File: src/rtl/fetch_queue_pkg.sv
`default_nettype none
// ============================================================================
// Module   : fetch_queue_pkg
// Purpose  : Shared word width and fetch entry type used by fetch, queue and
//            decode.
// Revision : 1.0 - initial release
// ============================================================================
package fetch_queue_pkg;

    localparam int WORD_W = 32;

    typedef struct packed {
        logic [WORD_W-1:0] pc;
        logic [WORD_W-1:0] instruction;
    } fetch_entry_t;

endpackage
`default_nettype wire

File: src/rtl/fetch_queue.sv
`default_nettype none
// ============================================================================
// Module   : fetch_queue
// Purpose  : Circular FIFO that decouples the fetch stage from decode, with
//            stall (freeze) and branch flush.
// Revision : 1.0 - initial release
// ============================================================================
module fetch_queue
    import fetch_queue_pkg::*;
#(
    parameter int DEPTH = 4,
    localparam int PTR_W = $clog2(DEPTH)
) (
    input  logic              clk,
    input  logic              rst,
    input  logic              in_valid,
    input  logic [WORD_W-1:0] in_pc,
    input  logic [WORD_W-1:0] in_instruction,
    output logic              in_ready,
    input  logic              flush,
    input  logic              freeze,
    output logic              out_valid,
    output logic [WORD_W-1:0] out_pc,
    output logic [WORD_W-1:0] out_instruction,
    input  logic              out_ready,
    output logic [PTR_W:0]    count
);

    localparam logic [PTR_W:0]   c_FULL_CNT = (PTR_W+1)'(DEPTH);
    localparam logic [PTR_W:0]   c_CNT_ONE  = (PTR_W+1)'(1);
    localparam logic [PTR_W-1:0] c_PTR_ONE  = PTR_W'(1);

    fetch_entry_t     r_mem [DEPTH];
    logic [PTR_W-1:0] r_wr_ptr;
    logic [PTR_W-1:0] r_rd_ptr;
    logic [PTR_W:0]   r_count;

    logic             w_push;
    logic             w_pop;
    fetch_entry_t     w_head;

    assign in_ready  = (r_count != c_FULL_CNT);
    assign out_valid = (r_count != '0);
    assign count     = r_count;

    assign w_push = in_valid & in_ready & ~flush;
    assign w_pop  = out_valid & out_ready & ~freeze & ~flush;

    // Head is masked to zero when empty so stale storage never leaks out.
    assign w_head          = r_mem[r_rd_ptr];
    assign out_pc          = out_valid ? w_head.pc          : '0;
    assign out_instruction = out_valid ? w_head.instruction : '0;

    always_ff @(posedge clk) begin
        if (w_push) begin
            r_mem[r_wr_ptr] <= '{pc: in_pc, instruction: in_instruction};
        end
    end

    // Occupancy is tracked separately from the pointers so full and empty
    // never alias when the pointers are equal.
    always_ff @(posedge clk or posedge rst) begin
        if (rst) begin
            r_wr_ptr <= '0;
            r_rd_ptr <= '0;
            r_count  <= '0;
        end else if (flush) begin
            r_wr_ptr <= '0;
            r_rd_ptr <= '0;
            r_count  <= '0;
        end else begin
            if (w_push) begin
                r_wr_ptr <= r_wr_ptr + c_PTR_ONE;
            end
            if (w_pop) begin
                r_rd_ptr <= r_rd_ptr + c_PTR_ONE;
            end
            case ({w_push, w_pop})
                2'b10:   r_count <= r_count + c_CNT_ONE;
                2'b01:   r_count <= r_count - c_CNT_ONE;
                default: r_count <= r_count;
            endcase
        end
    end

endmodule
`default_nettype wire

File: config.mk
export PLATFORM = sky130hd
export DESIGN_NAME = fetch_queue
export DESIGN_NICKNAME = d
export VERILOG_FILES = /design/src/rtl/fetch_queue_pkg.sv /design/src/rtl/fetch_queue.sv
export SDC_FILE = /design/constraint.sdc
export NUM_CORES = 1
export LEC_CHECK = 0
export BUFFER_PORTS_ARGS = -buffer_cell sky130_fd_sc_hd__buf_2
export CAP_MARGIN = 20
export CORE_ASPECT_RATIO = 1.4
export CORE_MARGIN = 2
export CORE_UTILIZATION = 55
export DETAILED_ROUTE_END_ITERATION = 6
export PLACE_DENSITY = 0.77
export SYNTH_ARGS = -nofsm -noshare
export SYNTH_HDL_FRONTEND = slang
export SYNTH_SLANG_ARGS = --single-unit
File: constraint.sdc
create_clock -name clk -period 3.6 [get_ports clk]
set_input_delay 0.36 -clock clk [delete_from_list [all_inputs] [get_ports clk]]
set_output_delay 0.36 -clock clk [all_outputs]
set_load 0.02 [all_outputs]
==> results of run 1 <==
per-layer routing:
metal / up-vias / share of wire [%] / track usage (%)
met5: - / 0 / 0
met4: 0 / 2.0 / 5.47
met3: 30 / 5.3 / 3.54
met2: 138 / 55 / 34.8
met1: 2525 / 38 / 22.6
li1: 2184 / - / -
power by group:
group	internal, W	leakage (nW)	total, W	switching, W
Combinational	0.000253	1.30	0.000626	0.000373
Clock	0.00134	0.357	0.00236	0.00103
Sequential	0.00346	2.41	0.00351	0.0000492
Total	0.00505	4.07	0.00650	0.00145
cell type report:
class	instances	area share [%]
multi-input combinational	175	18.4
clock inverter	11	0.685
antenna	3	0.0633
clock buffer	31	5.46
tap	240	2.53
sequential	263	66.3
timing repair buffer	143	6.37
inverter	4	0.127
registers in the layout, summed over array words and instances (netlist names):
register  cells
count         3
r_rd_ptr      2
r_wr_ptr      2
r_mem       256
logic make-up after synthesis:
kind of cell,count (synthesis),synth area share (%)
buffers and inverters,30,1.47
XOR/XNOR,3,0.258
AND/OR/NAND/NOR,89,5.32
adder cells (fa/ha/maj),5,0.688
multiplexers,65,14.3
AO/OA/AOI/OAI,13,0.859
flip-flops,263,77.2
stage by stage:
step                utilization (%)  total power (W)  instance area [sq um]  hold WS (ns)
global placement               61.5          0.00419                  11100         0.319
CTS                            65.6          0.00656                  11900        0.0447
detailed placement             61.5          0.00422                  11100         0.338
global route                   65.6          0.00672                  11900        0.0403
finish                         65.7          0.00650                  11900        0.0611
floorplan                         -          0.00397                  10200         0.163
synth_stat cells (2+ instances only):
library cell	count	area (sq um)
edfxtp_1	256	7690
and2_1	68	425
mux4_2	64	1440
clkbuf_1	14	52.6
dfrtp_1	7	175
buf_2	6	30.0
nor2_1	5	18.8
buf_6	4	45.0
ha_1	4	50.1
o21ai_0	4	20.0
a21oi_1	3	15.0
inv_1	3	11.3
nand2_1	3	11.3
nand3_1	3	15.0
buf_1	2	7.51
nor2b_1	2	12.5
xnor2_1	2	17.5
worst max-delay path, delay by kind of cell (launching register included):
kind,cells,cell delay (ns)
buf+inv,2,0.48
flops,1,0.98
mux,1,0.57
simple gates,1,0.18
how the worst max path moves through the flow:
stage	slack, ns	endpoint	cells past startpoint
2_1_floorplan	0.42	r_mem[0][0]	5
3_3_place_gp	0.94	out_instruction[22]	4
3_5_place_dp	0.94	out_instruction[22]	4
4_1_cts	0.39	out_instruction[22]	4
5_1_grt	0.26	out_instruction[22]	4
6_report	0.50	out_instruction[22]	4
==> results.json, run 1 <==
{
  "insertion_delay_ns": 0.51,
  "fin_setup_tns_ns": 0,
  "synthCells": 468,
  "drive_above_1_share_pct": 39.4,
  "max_cap_violations": 0,
  "nNetsFinal": 686,
  "grt_use_total_pct": 18.8,
  "max_freq_ghz": 0.323,
  "clockBufferDepth": 3,
  "rows": 58,
  "cp_slowest_stage_delay_ns": 0.98,
  "place_hpwl_mm": 10.5,
  "dpl_worst_slack_ns": 0.938,
  "leakagePower_nw": 4.07,
  "finalSetupViolations": 0,
  "synthArstFlopShare_pct": 2.66,
  "run_status": "complete, no violations",
  "fillerInstances": 1209,
  "start_util_pct": 56.4,
  "antenna_found_initial": 3,
  "multi_input_area_sq_um": 2190,
  "setup.worst_path.start": "r_rd_ptr[0]",
  "cts_tree": "built",
  "maxSlewViolCount": 0,
  "path_max_fanout": 41,
  "clk_pin_slew_ns": 0.06,
  "worst_setup_path_start_kind": "register",
  "worstSetupPathType": "reg2out",
  "register_area_sq_um": 7870,
  "setup_slack_ns": 0.502,
  "vias_per_cell": 5.61,
  "worstHoldStart": "in_instruction[16]",
  "drtIter0Drc": 305,
  "worstMarginPinSlew_ns": 1.02,
  "via_count": 4877,
  "critPathSlowestCell": "dfrtp_4",
  "ys.flop_type": "edfxtp_1",
  "min_to": "r_mem[0][16]",
  "cp.arrival_ns": 2.74,
  "hp-class": "in2reg",
  "first_pass_iters": 5,
  "cts_buffers": 24,
  "htree_levels": 1,
  "synth_fp_nets": 543,
  "hold_viol": 0,
  "grt_pass1_wl_mm": 28.2,
  "synth_seq_cells": 263,
  "power.density_nw_per_um2": 548,
  "portBuffers": 138,
  "detail-route-antenna-nets": 0,
  "root_buffer": "clkbuf_16",
  "reg2reg_from": "count[1]",
  "min_period_over_period_pct": 86.1,
  "gp_congestion": 0.725,
  "clock_sinks": 263,
  "final_cell_mix": "edfxtp_1 (256), buf_2 (138), mux4_2 (64), and2_1 (64), clkbuf_16 (25)",
  "ys_types": 35,
  "cts-resized-gates": 0,
  "syn_area_per_cell_sq_um": 21.8,
  "crit_chain": "buf_12, mux4_2, and2_1, buf_2",
  "wl_per_cell_microns": 20.9,
  "rrSetupSlack_ns": 1.08,
  "drc_errors": 0,
  "floorplan.die_area_sq_um": 19600,
  "syn_area_sq_um": 10200,
  "die_y_microns": 165,
  "final_cells": 870,
  "hold_path_depth": 1,
  "peakVddDrop_uv": 482,
  "die_w_microns": 119,
  "required_ns": 3.24,
  "post_cts_buffers": 0,
  "final_common_cell": "edfxtp_1",
  "area_growth_pct": 16.4,
  "cts_hold_buf": 1,
  "pin_count": 139,
  "synth_warnings": 0,
  "drt_wl_total_mm": 18.1,
  "core_area_sq_um": 18100,
  "grt_pass1_vias": 5252,
  "end_kind": "primary output",
  "synth_edf_count": 256,
  "grt_overflow": 0,
  "slew_headroom_pct": 31.6,
  "grt_max_degree": 67,
  "reg2reg_to": "r_mem[1][38]",
  "worst_r2r_path_depth": 5,
  "clock_skew_ns": 0.00540,
  "grt_setup_unrepaired": "no",
  "dp_cells": 824,
  "fin_crit_ns": 3.10,
  "seq_area_frac_synth_pct": 77.2
}
No activity file was read; power rests on OpenSTA's default activity.
==> inputs of run 2 (changes only) <==
Settings changed: ABC_AREA set to 1, CORE_UTILIZATION 55 to 57, PLACE_DENSITY 0.77 to 0.79.
==> run 2 against run 1 <==
Net effect:
- synthesized cell count rose by 76%
- die area fell by 1.8%
- critical path depth grew 1
- clock power rose by 7%
==> results.json, run 2 <==
{
  "cp_top_family": "buffers and inverters",
  "peakVddDrop_uv": 552,
  "worstMarginPinSlew_ns": 0.866,
  "clock_skew_ns": 0.00888,
  "portBuffers": 138,
  "pin_count": 139,
  "grt_pass1_vias": 6525,
  "seq_area_frac_synth_pct": 75.9,
  "drc_errors": 0,
  "grt_max_degree": 67,
  "hold_slack_ns": 0.0637,
  "yosys-top-cells-area": "edfxtp_1 (74%), nor2_1 (9.5%), o21ai_0 (6.2%)",
  "drt_wl_total_mm": 21.8,
  "via_count": 6629,
  "clock_sinks": 263,
  "fin_crit_ns": 3.33,
  "synth_top_area_share_pct": 74.2,
  "design_area_sq_um": 12100,
  "root_buffer": "clkbuf_16",
  "final_cell_mix": "nor2_1 (258), edfxtp_1 (256), buf_2 (138)",
  "cp_slowest_stage_delay_ns": 0.70,
  "worst_setup_path_start_kind": "register",
  "cts_hold_buf": 1,
  "min_period_over_period_pct": 92.5,
  "cts-resized-gates": 0,
  "nNetsFinal": 1027,
  "start_util_pct": 57.8,
  "finalSetupViolations": 0,
  "cts_tree": "built",
  "synth_warnings": 0,
  "required_ns": 3.24,
  "die_w_microns": 118,
  "max_cap_violations": 0,
  "path_max_fanout": 60,
  "htree_levels": 1,
  "maxSlewViolCount": 0,
  "synth_common_cells": "nor2_1 (262), edfxtp_1 (256), o21ai_0 (128), a21oi_1 (68), nand2_1 (21)",
  "worstSetupPathType": "reg2out",
  "detail-route-antenna-nets": 0,
  "end_kind": "primary output",
  "wl_per_cell_microns": 18.0,
  "drive_above_1_share_pct": 20.1,
  "grt_use_total_pct": 22.0,
  "max_freq_ghz": 0.300,
  "crit_buf_inv": 3,
  "drtIter0Drc": 610,
  "fillerInstances": 1272,
  "ys_types": 20,
  "area_growth_pct": 16.4,
  "synth_top_cell_by_area": "edfxtp_1",
  "largest_reg_flops": 256,
  "final_common_cell": "nor2_1",
  "vias_per_cell": 5.50,
  "core_area_sq_um": 17900,
  "synth_seq_cells": 263,
  "antenna_found_initial": 3,
  "final_cells": 1206,
  "insertion_delay_ns": 0.50,
  "yosysMostFrequentCell": "nor2_1",
  "run_status": "complete, no violations",
  "place_hpwl_mm": 12.0,
  "post_cts_buffers": 0,
  "rows": 58,
  "crit_chain": "clkinv_2, buf_4, o21ai_0, a21oi_1, buf_2",
  "die_y_microns": 164,
  "first_pass_iters": 5,
  "dp_cells": 1166,
  "syn_area_per_cell_sq_um": 12.6,
  "cts_buffers": 23,
  "grt_overflow": 0,
  "regMostFlops": "r_mem",
  "gp_congestion": 0.780,
  "critPathSlowestCell": "dfrtp_4",
  "slew_headroom_pct": 42.3,
  "grt_pass1_wl_mm": 33.0,
  "synth_fp_nets": 897,
  "clockBufferDepth": 3,
  "postPlaceCellArea_sq_um": 11300,
  "hold_viol": 0,
  "hp-class": "in2reg",
  "cp.arrival_ns": 2.97,
  "rrSetupSlack_ns": 1.25,
  "synthCells": 822,
  "power.density_nw_per_um2": 657,
  "syn_area_sq_um": 10400,
  "ys.flop_type": "edfxtp_1",
  "grt_setup_unrepaired": "no",
  "floorplan.die_area_sq_um": 19300,
  "synthArstFlopShare_pct": 2.66,
  "clk_pin_slew_ns": 0.07,
  "leakagePower_nw": 4.41,
  "synth_edf_count": 256
}
run 2: cell families after synthesis:
family	count (synthesis)	share of synthesized area (%)
AO/OA/AOI/OAI	200	9.66
adder cells (fa/ha/maj)	5	0.676
buffers and inverters	66	3.21
flip-flops	263	75.9
XOR/XNOR	1	0.0845
AND/OR/NAND/NOR	287	10.5
run 2: worst paths after layout:
path	depth (start not counted)	from	to
worst max-delay path	5	r_rd_ptr[0]	out_pc[28]
worst min-delay path	1	in_pc[16]	r_mem[2][48]
worst max register to register	7	count[1]	r_mem[0][21]
worst min register to register	1	count[0]	count[0]
max in group asynchronous	3	rst	r_rd_ptr[0]
min in group asynchronous	3	rst	r_rd_ptr[0]
run 2: metrics by stage:
stage | total power [W] | util, % | TNS [ns] | setup WS, ns
floorplan | 0.00483 | - | -191.12 | -0.747
CTS | 0.00798 | 67.3 | 0 | 0.261
finish | 0.00792 | 67.3 | 0 | 0.269
global route | 0.00821 | 67.3 | 0 | 0.0597
global placement | 0.00545 | 62.9 | 0 | 0.854
detailed placement | 0.00548 | 62.9 | 0 | 0.787
run 2: power by group:
| part | internal [W] | leakage, nW | switching [W] |
|---|---|---|---|
| Sequential | 0.00352 | 2.41 | 0.0000674 |
| Clock | 0.00152 | 0.374 | 0.00100 |
| Combinational | 0.000518 | 1.63 | 0.00130 |
run 2: area by class of cell:
class	count	area, sq um	area share [%]
antenna	2	5.00	0.0415
clock buffer	27	591	4.90
clock inverter	10	173	1.43
inverter	18	68.8	0.571
multi-input combinational	493	2200	18.2
sequential	263	7870	65.2
tap	240	300	2.49
timing repair buffer	153	856	7.10
run 2: per-layer routing:
layer / routed length (microns) / part of all wire (%) / track usage, % / vias to the layer above
met4: 643 / 3.0 / 9.69 / 4
met1: 8440 / 39 / 25.8 / 3168
met3: 1280 / 5.9 / 3.95 / 52
met2: 11400 / 52 / 39.6 / 252
li1: - / - / - / 3153
met5: 27 / 0.12 / 0 / -
run 2: worst reg2reg max path: stages (launching register included):
cell,delay [ns]
dfrtp_1,0.41
nor2_1,0.10
nand2_1,0.10
nand2_1,0.11
nor2_1,0.19
inv_1,0.20
nor2_4,0.52
buf_12,0.37
